<file path="config.mk">
export PLATFORM = sky130hd
export DESIGN_NAME = inst_fetch
export DESIGN_NICKNAME = d
export VERILOG_FILES = /design/src/rtl/inst_fetch_pkg.sv /design/src/rtl/fetch_queue.sv /design/src/rtl/inst_fetch.sv
export SDC_FILE = /design/constraint.sdc
export NUM_CORES = 1
export LEC_CHECK = 0
export BUFFER_PORTS_ARGS = -buffer_cell sky130_fd_sc_hd__clkbuf_2
export CORE_ASPECT_RATIO = 1.25
export CORE_MARGIN = 10
export CORE_UTILIZATION = 40
export CTS_CLUSTER_SIZE = 14
export DETAILED_ROUTE_END_ITERATION = 12
export SLEW_MARGIN = 30
export SYNTH_ARGS = -nofsm -noshare
export SYNTH_HDL_FRONTEND = slang
export SYNTH_SLANG_ARGS = --single-unit
</file>
<file path="constraint.sdc">
create_clock -name clk -period 3.72 [get_ports clk]
set_input_delay 0.744 -clock clk [delete_from_list [all_inputs] [get_ports clk]]
set_output_delay 0.744 -clock clk [all_outputs]
set_load 0.05 [all_outputs]
</file>
<file path="src/rtl/inst_fetch_pkg.sv">
// Shared core constants and the fetch queue entry type.
// Latency: n/a (types and constants only).
// Backpressure: n/a.
package inst_fetch_pkg;

  localparam int XLEN = 32;

  // addi x0,x0,0 -- the bubble shown to decode when nothing is valid.
  localparam logic [XLEN-1:0] NOP_INST_DEF = 32'h0000_0013;
  localparam logic [XLEN-1:0] RESET_PC_DEF = 32'h0000_0000;

  // One buffered fetch: the returned word and the address it came from.
  typedef struct packed {
    logic [XLEN-1:0] inst;
    logic [XLEN-1:0] addr;
  } fq_entry_t;

  // Force a byte address onto a word boundary.
  function automatic logic [XLEN-1:0] word_align(input logic [XLEN-1:0] a);
    return a & ~32'h0000_0003;
  endfunction

endpackage

</file>
<file path="src/rtl/fetch_queue.sv">
// Two-entry instruction buffer between the ROM response and decode.
// Latency: a push is visible at the head on the next cycle; head outputs are registered.
// Backpressure: the caller never pushes when full; pop is gated by the caller's hold.
//
// Ports: clk, rst (async active-low), flush (drops all entries, beats push/pop),
//        push/push_dat (new entry), pop (retire head), head_vld/head_inst/head_addr,
//        count (0..2 entries held).
module fetch_queue
  import inst_fetch_pkg::*;
#(
  parameter logic [XLEN-1:0] NOP_INST = NOP_INST_DEF
) (
  input  logic            clk,
  input  logic            rst,
  input  logic            flush,
  input  logic            push,
  input  fq_entry_t       push_dat,
  input  logic            pop,
  output logic            head_vld,
  output logic [XLEN-1:0] head_inst,
  output logic [XLEN-1:0] head_addr,
  output logic [1:0]      count
);

  // e0 is always the head; e1 is only meaningful when count == 2.
  fq_entry_t e0;
  fq_entry_t e1;
  logic [1:0] cnt;

  always_ff @(posedge clk or negedge rst) begin
    if (!rst) begin
      cnt <= 2'd0;
      e0  <= '0;
      e1  <= '0;
    end else if (flush) begin
      cnt <= 2'd0;
    end else begin
      case ({push, pop})
        2'b10: begin
          if (cnt == 2'd0) e0 <= push_dat;
          else             e1 <= push_dat;
          cnt <= cnt + 2'd1;
        end
        2'b01: begin
          e0  <= e1;
          cnt <= cnt - 2'd1;
        end
        2'b11: begin
          // Count is unchanged; the new word lands behind whatever stays.
          if (cnt == 2'd1) begin
            e0 <= push_dat;
          end else begin
            e0 <= e1;
            e1 <= push_dat;
          end
        end
        default: ;
      endcase
    end
  end

  assign count     = cnt;
  assign head_vld  = (cnt != 2'd0);
  assign head_inst = head_vld ? e0.inst : NOP_INST;
  assign head_addr = head_vld ? e0.addr : '0;

endmodule

</file>
<file path="src/rtl/inst_fetch.sv">
// Instruction fetch: owns the PC, issues ROM word reads, buffers returns for decode.
// Latency: request at t, ROM data at t+1, instruction valid to decode at t+2.
// Backpressure: hold_i freezes the head; issuing stops once buffered + in-flight reaches 2.
//
// Ports: clk, rst (async active-low); rom_req_o/rom_addr_o/rom_data_i (1-cycle ROM);
//        jump_en_i/jump_addr_i (redirect from execute); hold_i (decode stall);
//        inst_o/inst_addr_o/inst_valid_o (head of the fetch queue).
module inst_fetch
  import inst_fetch_pkg::*;
#(
  parameter logic [XLEN-1:0] RESET_PC = RESET_PC_DEF,
  parameter logic [XLEN-1:0] NOP_INST = NOP_INST_DEF
) (
  input  logic            clk,
  input  logic            rst,
  output logic            rom_req_o,
  output logic [XLEN-1:0] rom_addr_o,
  input  logic [XLEN-1:0] rom_data_i,
  input  logic            jump_en_i,
  input  logic [XLEN-1:0] jump_addr_i,
  input  logic            hold_i,
  output logic [XLEN-1:0] inst_o,
  output logic [XLEN-1:0] inst_addr_o,
  output logic            inst_valid_o
);

  logic [XLEN-1:0] pc;        // next sequential issue address
  logic [XLEN-1:0] req_addr;  // address of the request currently in flight
  logic            inflight;  // a ROM response lands this cycle
  logic [1:0]      count;
  logic [2:0]      occ;
  logic            pop;
  logic            jump;
  logic            issue;
  logic            push;
  logic [XLEN-1:0] jump_tgt;
  fq_entry_t       push_dat;

  assign jump     = rst & jump_en_i;
  assign jump_tgt = word_align(jump_addr_i);
  assign pop      = inst_valid_o & ~hold_i;

  // Slots committed after this edge must stay below 2 so a response
  // always has room when it arrives.
  assign occ   = {1'b0, count} + {2'b00, inflight} - {2'b00, pop};
  assign issue = rst & (occ < 3'd2);

  assign rom_req_o  = jump | issue;
  assign rom_addr_o = jump ? jump_tgt : pc;

  // The response to any older request arrives in the very cycle a jump is
  // seen, so killing it reduces to dropping the push in that cycle. The
  // redirect's own response arrives a cycle later and is kept unless a
  // second jump lands in that cycle.
  assign push          = inflight & ~jump_en_i;
  assign push_dat.inst = rom_data_i;
  assign push_dat.addr = req_addr;

  always_ff @(posedge clk or negedge rst) begin
    if (!rst) begin
      pc       <= RESET_PC;
      req_addr <= RESET_PC;
      inflight <= 1'b0;
    end else begin
      inflight <= rom_req_o;
      if (rom_req_o) begin
        pc       <= rom_addr_o + 32'd4;
        req_addr <= rom_addr_o;
      end
    end
  end

  fetch_queue #(
    .NOP_INST(NOP_INST)
  ) u_queue (
    .clk      (clk),
    .rst      (rst),
    .flush    (jump),
    .push     (push),
    .push_dat (push_dat),
    .pop      (pop),
    .head_vld (inst_valid_o),
    .head_inst(inst_o),
    .head_addr(inst_addr_o),
    .count    (count)
  );

endmodule

</file>
After elaboration in Yosys (flattened, before gate mapping)
Cells that the tools add are included.
{"block": "op_classes", "add_sub_neg": 5, "mul": 0, "n_div": 0, "order_cmp": 1, "eq_ne": 7, "shifts": 0, "muxes": 11, "bitwise": 8, "n_reduce_logical": 7}
{"op": "2-to-1 mux 64 bit", "count": 4}
{"op": "one-hot mux 64 bit (3 select lines)", "count": 1}
{"op": "one-hot mux 64 bit (2 select lines)", "count": 1}
{"op": "2-to-1 mux 32 bit", "count": 3}
{"op": "adder 32 x 3 -> 32 bit, second input constant", "count": 1}
{"op": "nonzero test 3 bit", "count": 2}
{"op": "bitwise AND 1 bit", "count": 4}
{"op": "equality test 2 x 1 -> 1 bit, second input constant", "count": 2}
{"op": "equality test 2 bit, second input constant", "count": 2}
{"op": "inequality test 2 bit, second input constant", "count": 2}
{"op": "one-hot mux 2 bit (2 select lines)", "count": 1}
{"op": "AND reduction 4 bit", "count": 1}
{"op": "nonzero test 2 bit", "count": 2}
{"op": "adder 2 x 1 -> 3 bit", "count": 1}
{"op": "< comparator 3 x 2 -> 1 bit, second input constant", "count": 1}
{"op": "NOT 1 bit", "count": 3}
{"op": "AND reduction 3 bit", "count": 1}
{"op": "subtractor 3 x 1 -> 3 bit", "count": 1}
{"op": "adder 2 x 1 -> 2 bit, second input constant", "count": 1}
{"op": "zero test 2 bit", "count": 1}
{"op": "2-to-1 mux 2 bit", "count": 1}
{"op": "inequality test 2 x 1 -> 1 bit, second input constant", "count": 1}
{"op": "subtractor 2 x 1 -> 2 bit, second input constant", "count": 1}
{"op": "OR 1 bit", "count": 1}
{"block": "word_totals", "ff_bits": 195, "latch_bits": 0, "mem_bits_rw": 0, "mem_bits_ro": 0, "in_bits": 68, "mem_count": 0}

Longest topological paths before layout
Gate-level depths: netlist of run 1.
{"block": "depth", "depth_word": 6, "depth_mapped": 13, "mapped_depth_nobuf": 13}

Modules after synthesis
A second synthesis of run 1 with hierarchy kept.
{"block": "hier_totals", "cells_unflattened": 878, "area_unflattened_um2": 9917.0}
{"mod": "fetch_queue", "instances": 1, "cells_per_inst": 433, "area_each_um2": 6238.5, "seq_area_each_um2": 3253.1}
{"mod": "inst_fetch", "instances": 1, "cells_per_inst": 445, "area_each_um2": 3678.5, "seq_area_each_um2": 1576.5}

Worst setup path before layout of run 1
OpenSTA, ideal clock, no wires.
{"block": "synth_timing", "kind": "register to output", "startpoint": "register u_queue.cnt[1] (netlist: u_queue.count[1])", "endpoint": "output rom_req_o", "arrival_ns": 2.753, "required_ns": 2.976, "path_slack_ns": 0.223, "path_stages_with_launch": 12, "path_buffers": 1, "path_cell_list": "dfrtp_1 -> inv_1 -> ha_1 -> nor2_1 -> xnor2_1 -> nand2_1 -> fa_1 -> xnor2_1 -> a21oi_1 -> nand2b_1 -> clkinv_1 -> clkbuf_1"}
{"block": "synth_between", "elab_chain_len": 6, "elab_cells_between_ends": 7, "cone_classes": "add/sub: 2; order compare: 1; bitwise: 3; reduce/logical: 1"}
{"item": "from (decl)", "line_no": "fetch_queue.sv:28", "source": "logic [1:0] cnt;"}
{"item": "from (signal assigned)", "line_no": "fetch_queue.sv:42", "source": "cnt <= cnt + 2'd1;"}
{"item": "from (signal assigned)", "line_no": "fetch_queue.sv:46", "source": "cnt <= cnt - 2'd1;"}
{"item": "parallel branches: the longest is 2 deep, another holds adder 2 x 1 -> 3 bit"}
{"item": "subtractor 3 x 1 -> 3 bit (*)", "line_no": "inst_fetch.sv:45", "source": "assign occ = {1'b0, count} + {2'b00, inflight} - {2'b00, pop};"}
{"item": "< comparator 3 x 2 -> 1 bit (*)", "line_no": "inst_fetch.sv:46", "source": "assign issue = rst & (occ < 3'd2);"}
{"item": "bitwise AND 1 bit (*)", "line_no": "inst_fetch.sv:46"}
{"item": "OR 1 bit (*)", "line_no": "inst_fetch.sv:48", "source": "assign rom_req_o = jump | issue;"}
{"item": "to (decl)", "line_no": "inst_fetch.sv:16", "source": "output logic rom_req_o,"}
Every way passes the cells marked *.

Worst setup path after layout of run 1
Ends and elaborated chain as after synthesis.

==> results of run 1 <==
==> stage by stage <==
step                instances  setup slack, ps  hold slack (ps)
floorplan                 953            223.3            441.8
global placement         1371            360.8            452.9
detailed placement       1371            324.3            462.1
CTS                      1403            66.23            362.6
global route             1403            14.40            387.9
finish                   1403            297.8            374.6
==> state kept, by name, indices dropped and copies added (netlist names) <==
signal and flops:
inflight 1, pc 32, req_addr 30, u_queue.count 2, u_queue.e0 64, u_queue.e1 64
==> repair_timing <==
action | in CTS | in global routing
endpoints found under the hold margin | 0 | 0
setup buffers | 0 | 0
gates resized for setup | 0 | 4
setup endpoints to repair | 0 | 1
==> worst max path at each step <==
stage	from	to	slack, ps
after floorplan	u_queue.count[1]	rom_req_o	220
after global placement	hold_i	pc[8]	360
after detailed placement	hold_i	pc[9]	320
after CTS	u_queue.count[1]	rom_req_o	70
after global routing	u_queue.count[1]	rom_req_o	10
final	u_queue.count[1]	rom_req_o	300
==> cells in the mapped netlist, types with 3 or more instances <==
master | instances | share of area, %
clkbuf_1 | 43 | 1.7
nor2_1 | 10 | 0.39
buf_6 | 4 | 0.47
o21ai_2 | 8 | 0.74
o21ai_0 | 90 | 4.7
mux2_2 | 72 | 8.5
nor3_2 | 7 | 0.74
nand2_1 | 241 | 9.5
nor4_1 | 6 | 0.39
nor2b_1 | 63 | 4.1
nand4_1 | 21 | 1.4
dfrtp_1 | 193 | 51
xnor2_1 | 22 | 2.0
mux2i_1 | 71 | 7.5
a21oi_1 | 9 | 0.47
and2_1 | 6 | 0.39
o21ai_1 | 18 | 0.95
buf_2 | 12 | 0.63
xor2_1 | 3 | 0.28
or2_2 | 4 | 0.26
inv_1 | 9 | 0.36
nand3_1 | 7 | 0.37
ha_1 | 3 | 0.39
and3_1 | 3 | 0.20
==> power by group through the flow <==
stage / Clock, mW / Combinational [mW] / Sequential, mW
4_1_cts: 1.89 / 4.97 / 3.50
6_report: 1.83 / 4.89 / 3.50
2_1_floorplan: 0 / 3.71 / 3.38
3_5_place_dp: 0 / 4.96 / 3.54
3_3_place_gp: 0 / 4.89 / 3.49
5_1_grt: 1.97 / 5.37 / 3.62
==> layout make-up <==
cell class | count | share of cell area, %
sequential | 193 | 42.10
inverter | 11 | 0.3598
timing repair buffer | 185 | 10.85
clock inverter | 14 | 1.276
tap | 292 | 3.184
clock buffer | 18 | 3.827
multi-input combinational | 690 | 38.41
==> routing by layer <==
metal / GRT usage, % / up-vias / routed length [µm]
li1: - / 3515 / -
met1: 20.92 / 3335 / 10860
met2: 24.98 / 176 / 10730
met3: 3.902 / 21 / 1384
met4: 5.223 / 0 / 359
met5: 0 / - / 0
==> cell families (layout without fill, tap and decap cells) <==
family / after synthesis / in the layout / synth area share, %
compound gates: 136 / 136 / 7.841
xor+xnor: 25 / 25 / 2.302
fa+ha+maj: 4 / 4 / 0.6052
buf+inv: 70 / 228 / 3.236
flops: 193 / 193 / 50.78
mux: 143 / 143 / 16.00
simple gates: 382 / 382 / 19.23
==> metrics.md, run 1 <==
| Metric | Value |
|---|---|
| Outcome | `finished clean` |
| Drt wl/cell | `16.63 µm` |
| H-Tree Depth | `4` |
| Largest fanout on the critical path | `4` |
| Lkg Pwr | `5.349 nW` |
| HP Class | `in -> async` |
| Setup TNS Final | `0 ps` |
| First-pass DRT Iterations | `4` |
| Starting Density | `40.35%` |
| Largest net degree at the start of global routing | `67` |
| CTS buffer count | `17` |
| Main flop type after synthesis | `dfrtp_1` |
| Commonest non-fill, non-tap cell in the layout | `nand2_1` |
| Setup Viol. Count Final | `0` |
| Drt drc | `0` |
| RSZ-0062 raised after global routing | `no` |
| Mapped Cells | `953` |
| Number of synthesized flops with an enable pin | `0` |
| Worst EP arrival | `2680 ps` |
| Chip Width | `157.9 µm` |
| Via count | `7,047` |
| WL final | `23,330 µm` |
| Cell area after placement | `0.01088 mm²` |
| CP startpoint kind | `flip-flop` |
| Rows | `63` |
| Slowest-stage cell, CP | `dfrtp_2` |
| Design area | `0.01148 mm²` |
| Antenna violations before repair | `0` |
| Ant. Diodes | `0` |
| Final Hold Viols | `0` |
| CP top delay family | `adder cells` |
| Final core utilization | `48.69%` |
| Total power | `10.22 mW` |
| Multi-input gate area | `0.004408 mm²` |
| CP Depth | `11` |
| Critical-path cell list | `inv_1, ha_2, nor2_2, xnor2_1, nand2_1, fa_1, xnor2_1, a21oi_1, nand2b_2, clkinv_1, clkbuf_4` |
| Maxcap violations | `0` |
| CTS Hold Bufs | `0` |
| Reg2Reg Setup Slack | `570 ps` |
| Avg Cell Area, Syn | `9.979 µm²` |
| Number of distinct standard cells referenced by the synthesized netlist | `46` |
| Full die area | `0.03038 mm²` |
| Switch share | `45.12%` |
| Root Buffer | `clkbuf_16` |
| Clk sinks | `193` |
| I/O pin count | `166` |
| Slew headroom | `47.43%` |
| Core ar. | `0.02357 mm²` |
| Synthesized Nets | `1,025` |
| Post-route minimum period | `3422 ps` |
| CP required | `2980 ps` |
| Gpl congestion | `0.8405` |
| Worst path most repeated cell | `xnor2_1` |
| Longest Clk Path Bufs | `2` |
| Final setup skew | `11.40 ps` |
| Power Dens Cells | `890.2 mW/mm²` |
| Crit share post-route | `91.99%` |
| Final nets | `1,170` |
| First-pass GRT wire length | `38,520 µm` |
| CTS tree | `done` |
| Peak supply drop | `0.0003723 V` |
| 1st-iter DRT viols | `320` |
| Fillers | `2,236` |
| Register area | `0.004831 mm²` |
| Sw Pwr | `4.609 mW` |
| Share of layout cells above drive strength 1 | `29.16%` |
| Height of the die | `192.4 µm` |
| Clk pwr share | `17.9%` |
| Setup CP Type | `reg -> out` |
| Synth warn | `0` |
| Ys async rst share | `100.0%` |
| Crit path largest cell delay | `410 ps` |
| Grt ovf | `0` |
| Power Internal | `5.607 mW` |
| PortBufs | `163` |
| Vias in the first global route | `7,213` |
| Flop pwr share | `34.2%` |
| Synthesis-to-layout area growth | `20.67%` |
| Most frequent cells in the layout | `nand2_1, dfrtp_1, clkbuf_2` |
| Vias per cell | `5.023` |
| Mapped cell area | `0.009510 mm²` |
| Comb power frac | `47.9%` |
| Crit. End Element | `output port` |
| Clk_lat worst skew | `440 ps` |
| Total track usage | `15.85%` |
| WP buf/inv | `3` |
| R2r worst-path depth | `12` |
| R2r endpoint | `pc[10]` |
| Fmax | `292.2 MHz` |
| Seq/Total Area, Yosys | `50.78%` |
| Post-detail-place hpwl | `16,460 µm` |
| #FFs+latches synth | `193` |
| FF-to-FF Start | `u_queue.count[1]` |
| Slew @ Worst Pin | `788.5 ps` |
| Clk pin slew, worst setup/hold paths | `80 ps` |
| Max-slew violations | `0` |
| Antenna-violating nets left | `0` |
Power figures use the tool's default switching activity.
==> inputs of run 2 (changes only) <==
==> constraint.sdc (replaced) <==
create_clock -name clk -period 3.72 [get_ports clk]
set_input_delay 1.116 -clock clk [delete_from_list [all_inputs] [get_ports clk]]
set_output_delay 1.116 -clock clk [all_outputs]
set_load 0.05 [all_outputs]
==> metrics.md, run 2 (synthesis results as in run 1) <==
| Metric | Value |
|---|---|
| Starting Density | `40.35% (unchanged)` |
| Drt drc | `0 (unchanged)` |
| CP startpoint kind | `primary input` |
| First-pass DRT Iterations | `5 (+1)` |
| Reg2Reg Setup Slack | `580 ps (about the same)` |
| Crit share post-route | `99.89% (+7.9 points)` |
| Hold Crit Start | `u_queue.e0[14]` |
| HP Class | `reg -> reg` |
| Root Buffer | `clkbuf_16` |
| Peak supply drop | `0.0003673 V (-1.3%)` |
| Rows | `63 (unchanged)` |
| R2r endpoint | `pc[4]` |
| Most frequent cells in the layout | `nand2_1, dfrtp_1, clkbuf_2` |
| Full die area | `0.03038 mm² (unchanged)` |
| Share of layout cells above drive strength 1 | `30.16% (+1.0 points)` |
| Worst EP arrival | `2600 ps (-80 ps)` |
| Power Dens Cells | `893.8 mW/mm² (+0.40%)` |
| H-Tree Depth | `4 (unchanged)` |
| Crit. End Element | `output port` |
| Slew @ Worst Pin | `890.2 ps (+101.7 ps)` |
| Multi-input gate area | `0.004448 mm² (+0.91%)` |
| Max-slew violations | `0 (unchanged)` |
| Outcome | `finished clean` |
| Fmax | `269.1 MHz (-7.9%)` |
| Post-detail-place hpwl | `15,940 µm (-3.2%)` |
| Synthesis-to-layout area growth | `23.54%` |
| Antenna-violating nets left | `0 (unchanged)` |
| Commonest non-fill, non-tap cell in the layout | `nand2_1` |
| Lkg Pwr | `5.493 nW (+2.7%)` |
| First-pass GRT wire length | `37,620 µm (-2.3%)` |
| CTS tree | `done` |
| Slew headroom | `40.66% (-6.8 points)` |
| R2r worst-path depth | `13 (+1)` |
| Fillers | `2,206 (-1.3%)` |
| CTS buffer count | `17 (unchanged)` |
| Core ar. | `0.02357 mm² (unchanged)` |
| Hold Path End | `u_queue.e0[14]` |
| Setup Viol. Count Final | `0 (unchanged)` |
| Final Hold Viols | `0 (unchanged)` |
| Vias in the first global route | `7,209 (-0.055%)` |
| Via count | `7,030 (-0.24%)` |
| PortBufs | `163 (unchanged)` |
| Chip Width | `157.9 µm (unchanged)` |
| Largest fanout on the critical path | `3 (-1)` |
| Setup CP Type | `in -> out` |
| Setup WS post-layout | `3.997 ps (-293.9 ps)` |
| Antenna violations before repair | `0 (unchanged)` |
| 1st-iter DRT viols | `423 (+32%)` |
| Clk pin slew, worst setup/hold paths | `70 ps (about the same)` |
| Final setup skew | `16.24 ps (+4.844 ps)` |
| RSZ-0062 raised after global routing | `yes` |
| Clk sinks | `193 (unchanged)` |
| Post-route minimum period | `3716 ps (+293.9 ps)` |
| Drt wl/cell | `16.30 µm (-2.0%)` |
| Total track usage | `15.42% (-0.43 points)` |
| I/O pin count | `166 (unchanged)` |
| WL final | `23,080 µm (-1.1%)` |
| Final core utilization | `49.85% (+1.2 points)` |
| Clk_lat worst skew | `440 ps (about the same)` |
| Register area | `0.004830 mm² (about the same)` |
| Height of the die | `192.4 µm (unchanged)` |
| Longest Clk Path Bufs | `2 (unchanged)` |
| Gpl congestion | `0.8167 (-2.8%)` |
| Ant. Diodes | `0 (unchanged)` |
| Largest net degree at the start of global routing | `133 (+99%)` |
| FF-to-FF Start | `u_queue.count[0]` |
| Vias per cell | `4.965 (-1.2%)` |
| CP required | `2600 ps (-380 ps)` |
| Grt ovf | `0 (unchanged)` |
| Worst Hold Path Cells | `2` |
| Biggest regs | `u_queue.e0 x64, u_queue.e1 x64, pc x32` |
| Maxcap violations | `0 (unchanged)` |
| Final nets | `1,183 (+1.1%)` |
| CTS Hold Bufs | `0 (unchanged)` |
| Dpl ws | `-161.4 ps (-485.7 ps)` |
## run 2: changes by cell type in the layout (fill, tap and decap cells not counted), moves of 2 or more
cell        before  now
buf_4           21   29
buf_12          17   22
nor2_4           0    2
clkinvlp_4       4    1
inv_6            3    6
inv_8            3    0
bufinv_16        1    4
## run 2: layout make-up
| cell class | instances | share of cell area, % |
|---|---|---|
| multi-input cells | 690 | 37.86 |
| clock buffers | 19 | 3.770 |
| inverters | 11 | 0.3940 |
| well taps | 292 | 3.110 |
| repair buffers | 198 | 12.11 |
| flip-flops and latches | 193 | 41.11 |
| clock inverters | 13 | 1.651 |
## run 2: worst max-delay path by stage
| stage | from | end | slack, ps | cells past startpoint |
|---|---|---|---|---|
| after CTS | hold_i | rom_req_o | 7 | 10 |
| after floorplan | hold_i | rom_req_o | 20 | 9 |
| after global placement | hold_i | rom_req_o | -180 | 10 |
| after detailed placement | hold_i | rom_req_o | -160 | 10 |
| after global routing | hold_i | rom_req_o | -100 | 10 |
| final | hold_i | rom_req_o | 4 | 8 |
## run 2: repair_timing
| item | in CTS | in global routing |
|---|---|---|
| pin swaps | 3 | 2 |
| setup buffers | 3 | 0 |
| endpoints found under the setup margin | 1 | 1 |
| gates resized for setup | 10 | 2 |
## run 2: report_power, final
group / internal (mW) / switching, mW
Combinational: 1.76 / 3.26
Clock: 1.16 / 0.834
Sequential: 2.99 / 0.502
## run 2: metal layers
metal  wire length [µm]  up-vias  GRT usage (%)
li1                   -     3537              -
met1              10610     3310          20.21
met4                326        0          4.755
met5                  0        -              0
met3               1249       18          3.300
met2              10890      165          24.96
## run 2: worst max-delay path, stage by stage
cell and delay (ps):
buf_2 130, or2_4 250, nor2_4 100, fa_2 440, a21oi_1 160, nand2b_4 160, clkinv_4 80, clkbuf_16 170
## run 2: stage by stage
stage               instances  setup TNS (ps)  hold slack [ps]  area [µm²]  power [mW]
floorplan                 953               0            441.8        9532       7.108
global placement         1381          -325.7            453.5       11030       8.436
detailed placement       1381          -296.7            462.1       11030       8.542
CTS                      1416               0            477.0       11740       10.63
global route             1416          -95.08            493.4       11750       11.23
finish                   1416               0            470.8       11750       10.50
==> inputs of run 3 (changes only) <==
- REMOVE_ABC_BUFFERS: default -> 1
==> metrics.md, run 3 (synthesis results as in run 1) <==
| Metric | Value |
|---|---|
| Cell area after placement | `0.01091 mm² (-1.1%)` |
| Critical-path cell list | `clkbuf_2, nor2_4, xnor2_2, nand2_1, fa_2, xnor2_1, a21oi_2, nand2b_4, clkinv_4, clkbuf_16` |
| CTS buffer count | `17 (unchanged)` |
| Crit share post-route | `100.3% (+0.44 points)` |
| Longest Clk Path Bufs | `2 (unchanged)` |
| Design area | `0.01155 mm² (-1.7%)` |
| PortBufs | `163 (unchanged)` |
| I/O pin count | `166 (unchanged)` |
| Drt wl/cell | `16.90 µm (+3.7%)` |
| 1st-iter DRT viols | `358 (-15%)` |
| H-Tree Depth | `4 (unchanged)` |
| Clk pin slew, worst setup/hold paths | `70 ps (about the same)` |
| First-pass GRT wire length | `39,270 µm (+4.4%)` |
| Ant. Diodes | `0 (unchanged)` |
| Failing checks | `negative setup slack` |
| Share of layout cells above drive strength 1 | `30.04% (-0.12 points)` |
| Vias in the first global route | `7,284 (+1.0%)` |
| Fmax | `267.9 MHz (-0.44%)` |
| Commonest non-fill, non-tap cell in the layout | `nand2_1` |
| Setup Viol. Count Final | `1 (+1)` |
| Top routing layer used | `met4` |
| Height of the die | `192.4 µm (unchanged)` |
| Post-route minimum period | `3732 ps (+16.27 ps)` |
| Worst EP arrival | `2620 ps (+20 ps)` |
| Gpl congestion | `0.8161 (about the same)` |
| Via count | `7,079 (+0.70%)` |
| Full die area | `0.03038 mm² (unchanged)` |
| Final Hold Viols | `0 (unchanged)` |
| RSZ-0062 raised after global routing | `yes` |
| CP required | `2600 ps (about the same)` |
| Routed wl met3 | `1192 µm (-4.6%)` |
| Placed Cells | `1,381 (unchanged)` |
| CTS tree | `done` |
| Hold WS | `471.3 ps (+0.5710 ps)` |
| First-pass DRT Iterations | `4 (-1)` |
| Rows | `63 (unchanged)` |
| Most frequent cells in the layout | `nand2_1, dfrtp_1, clkbuf_2` |
| Slew @ Worst Pin | `913.6 ps (+23.44 ps)` |
| Total track usage | `16.29% (+0.87 points)` |
| Peak supply drop | `0.0004241 V (+15%)` |
| WP buf/inv | `3 (unchanged)` |
| Chip Width | `157.9 µm (unchanged)` |
| Finished Layout Cells | `1,414 (-0.14%)` |
| WL met1 | `10,290 µm (-3.0%)` |
| Antenna-violating nets left | `0 (unchanged)` |
| WL final | `23,900 µm (+3.6%)` |
| Antenna violations before repair | `0 (unchanged)` |
| Biggest regs | `u_queue.e0 x64, u_queue.e1 x64, pc x32` |
| Final setup skew | `11.91 ps (-4.326 ps)` |
| Crit path largest cell delay | `340 ps (-100 ps)` |
| Core ar. | `0.02357 mm² (unchanged)` |
| Grt ovf | `0 (unchanged)` |
| HP Class | `reg -> reg` |
| Root Buffer | `clkbuf_16` |
| Starting Density | `40.35% (unchanged)` |
| Setup TNS Final | `-12.27 ps (-12.27 ps)` |
| Synthesis-to-layout area growth | `21.42%` |
| Largest fanout on the critical path | `3 (unchanged)` |
| Final core utilization | `48.99% (-0.85 points)` |
| Setup WS post-layout | `-12.27 ps (-16.27 ps)` |
| Outcome | `complete, but fails checks` |
| Slew headroom | `39.09% (-1.6 points)` |
| Met2 Routed Length | `12,060 µm (+11%)` |
| Largest net degree at the start of global routing | `96 (-28%)` |
| Setup CP Type | `in -> out` |
| Post-detail-place hpwl | `16,890 µm (+5.9%)` |
| Clk_lat worst skew | `440 ps (about the same)` |
| Crit. End Element | `output port` |
| CP top delay family | `simple AND/OR/NAND/NOR gates` |
| Max-slew violations | `0 (unchanged)` |
| Final nets | `1,181 (-0.17%)` |
| Reg2Reg Setup Slack | `500 ps (-80 ps)` |
| Maxcap violations | `0 (unchanged)` |
| Power Dens Cells | `883.9 mW/mm² (-1.1%)` |
| Clk sinks | `193 (unchanged)` |
| Drt drc | `0 (unchanged)` |
| Vias per cell | `5.006 (+0.84%)` |
| Slowest-stage cell, CP | `fa_2` |
| Lkg Pwr | `5.409 nW (-1.5%)` |
| CP startpoint kind | `primary input` |
-- run 3: cell types whose count changed in the layout (fill, tap and decap cells not counted), moves of 2 or more --
cell       before  now
inv_6           6    3
buf_4          29   24
bufinv_16       4    0
buf_12         22   15
clkbuf_2      144  154
clkinv_4        2    4
-- run 3: stage by stage --
stage,setup WS (ps),power [mW]
after global routing,-120.6,10.94
after floorplan,-3498,7.112
after detailed placement,-327.5,8.497
after global placement,-308.8,8.388
final,-12.27,10.21
after CTS,-5.999,10.35
-- run 3: area by class of cell --
cell class / instances / area [µm²]
Fill cell: 2235 / 12020
Tap cell: 292 / 365.4
Sequential cell: 193 / 4830
Clock buffer: 22 / 474.2
Multi-Input combinational cell: 690 / 4452
Timing Repair Buffer: 196 / 1303
Clock inverter: 10 / 77.57
Inverter: 11 / 46.29
-- run 3: worst paths after layout --
path | to | start | cells past startpoint
max in group asynchronous | u_queue.e1[30] | rst | 4
worst max-delay path | rom_req_o | hold_i | 10
min in group asynchronous | pc[16] | rst | 2
worst min register to register | u_queue.e0[20] | u_queue.e0[20] | 2
worst max register to register | pc[31] | u_queue.count[0] | 13
worst min-delay path | u_queue.e0[20] | u_queue.e0[20] | 2
-- run 3: where the power goes --
part / internal, mW / switching [mW]
Clock: 0.918 / 0.833
Sequential: 2.99 / 0.479
Combinational: 1.69 / 3.29
Total: 5.60 / 4.61
-- run 3: routing by layer --
| layer | track usage (%) | vias up |
|---|---|---|
| met5 | 0 | - |
| met4 | 5.367 | 0 |
| met3 | 3.902 | 19 |
| met2 | 27.68 | 127 |
| met1 | 19.85 | 3404 |
| li1 | - | 3529 |
-- run 3: repair_timing --
action                                  in CTS  in global routing
endpoints found under the setup margin       1                  1
endpoints found under the hold margin        0                  0
gates resized for setup                     15                  0
hold buffers                                 0                  0
pin swaps                                    1                  0
buffers inserted                             1                  0
-- run 3: worst reg2reg max path: cells and delay by family (launching register included) --
kind / cells / cell delay [ps]
adders and majority gates: 2 / 540
buffers and inverters: 2 / 870
DFF: 1 / 400
AOI/OAI and AO/OA: 2 / 360
xor gates and xnor gates: 2 / 300
and+or+nand+nor: 5 / 640
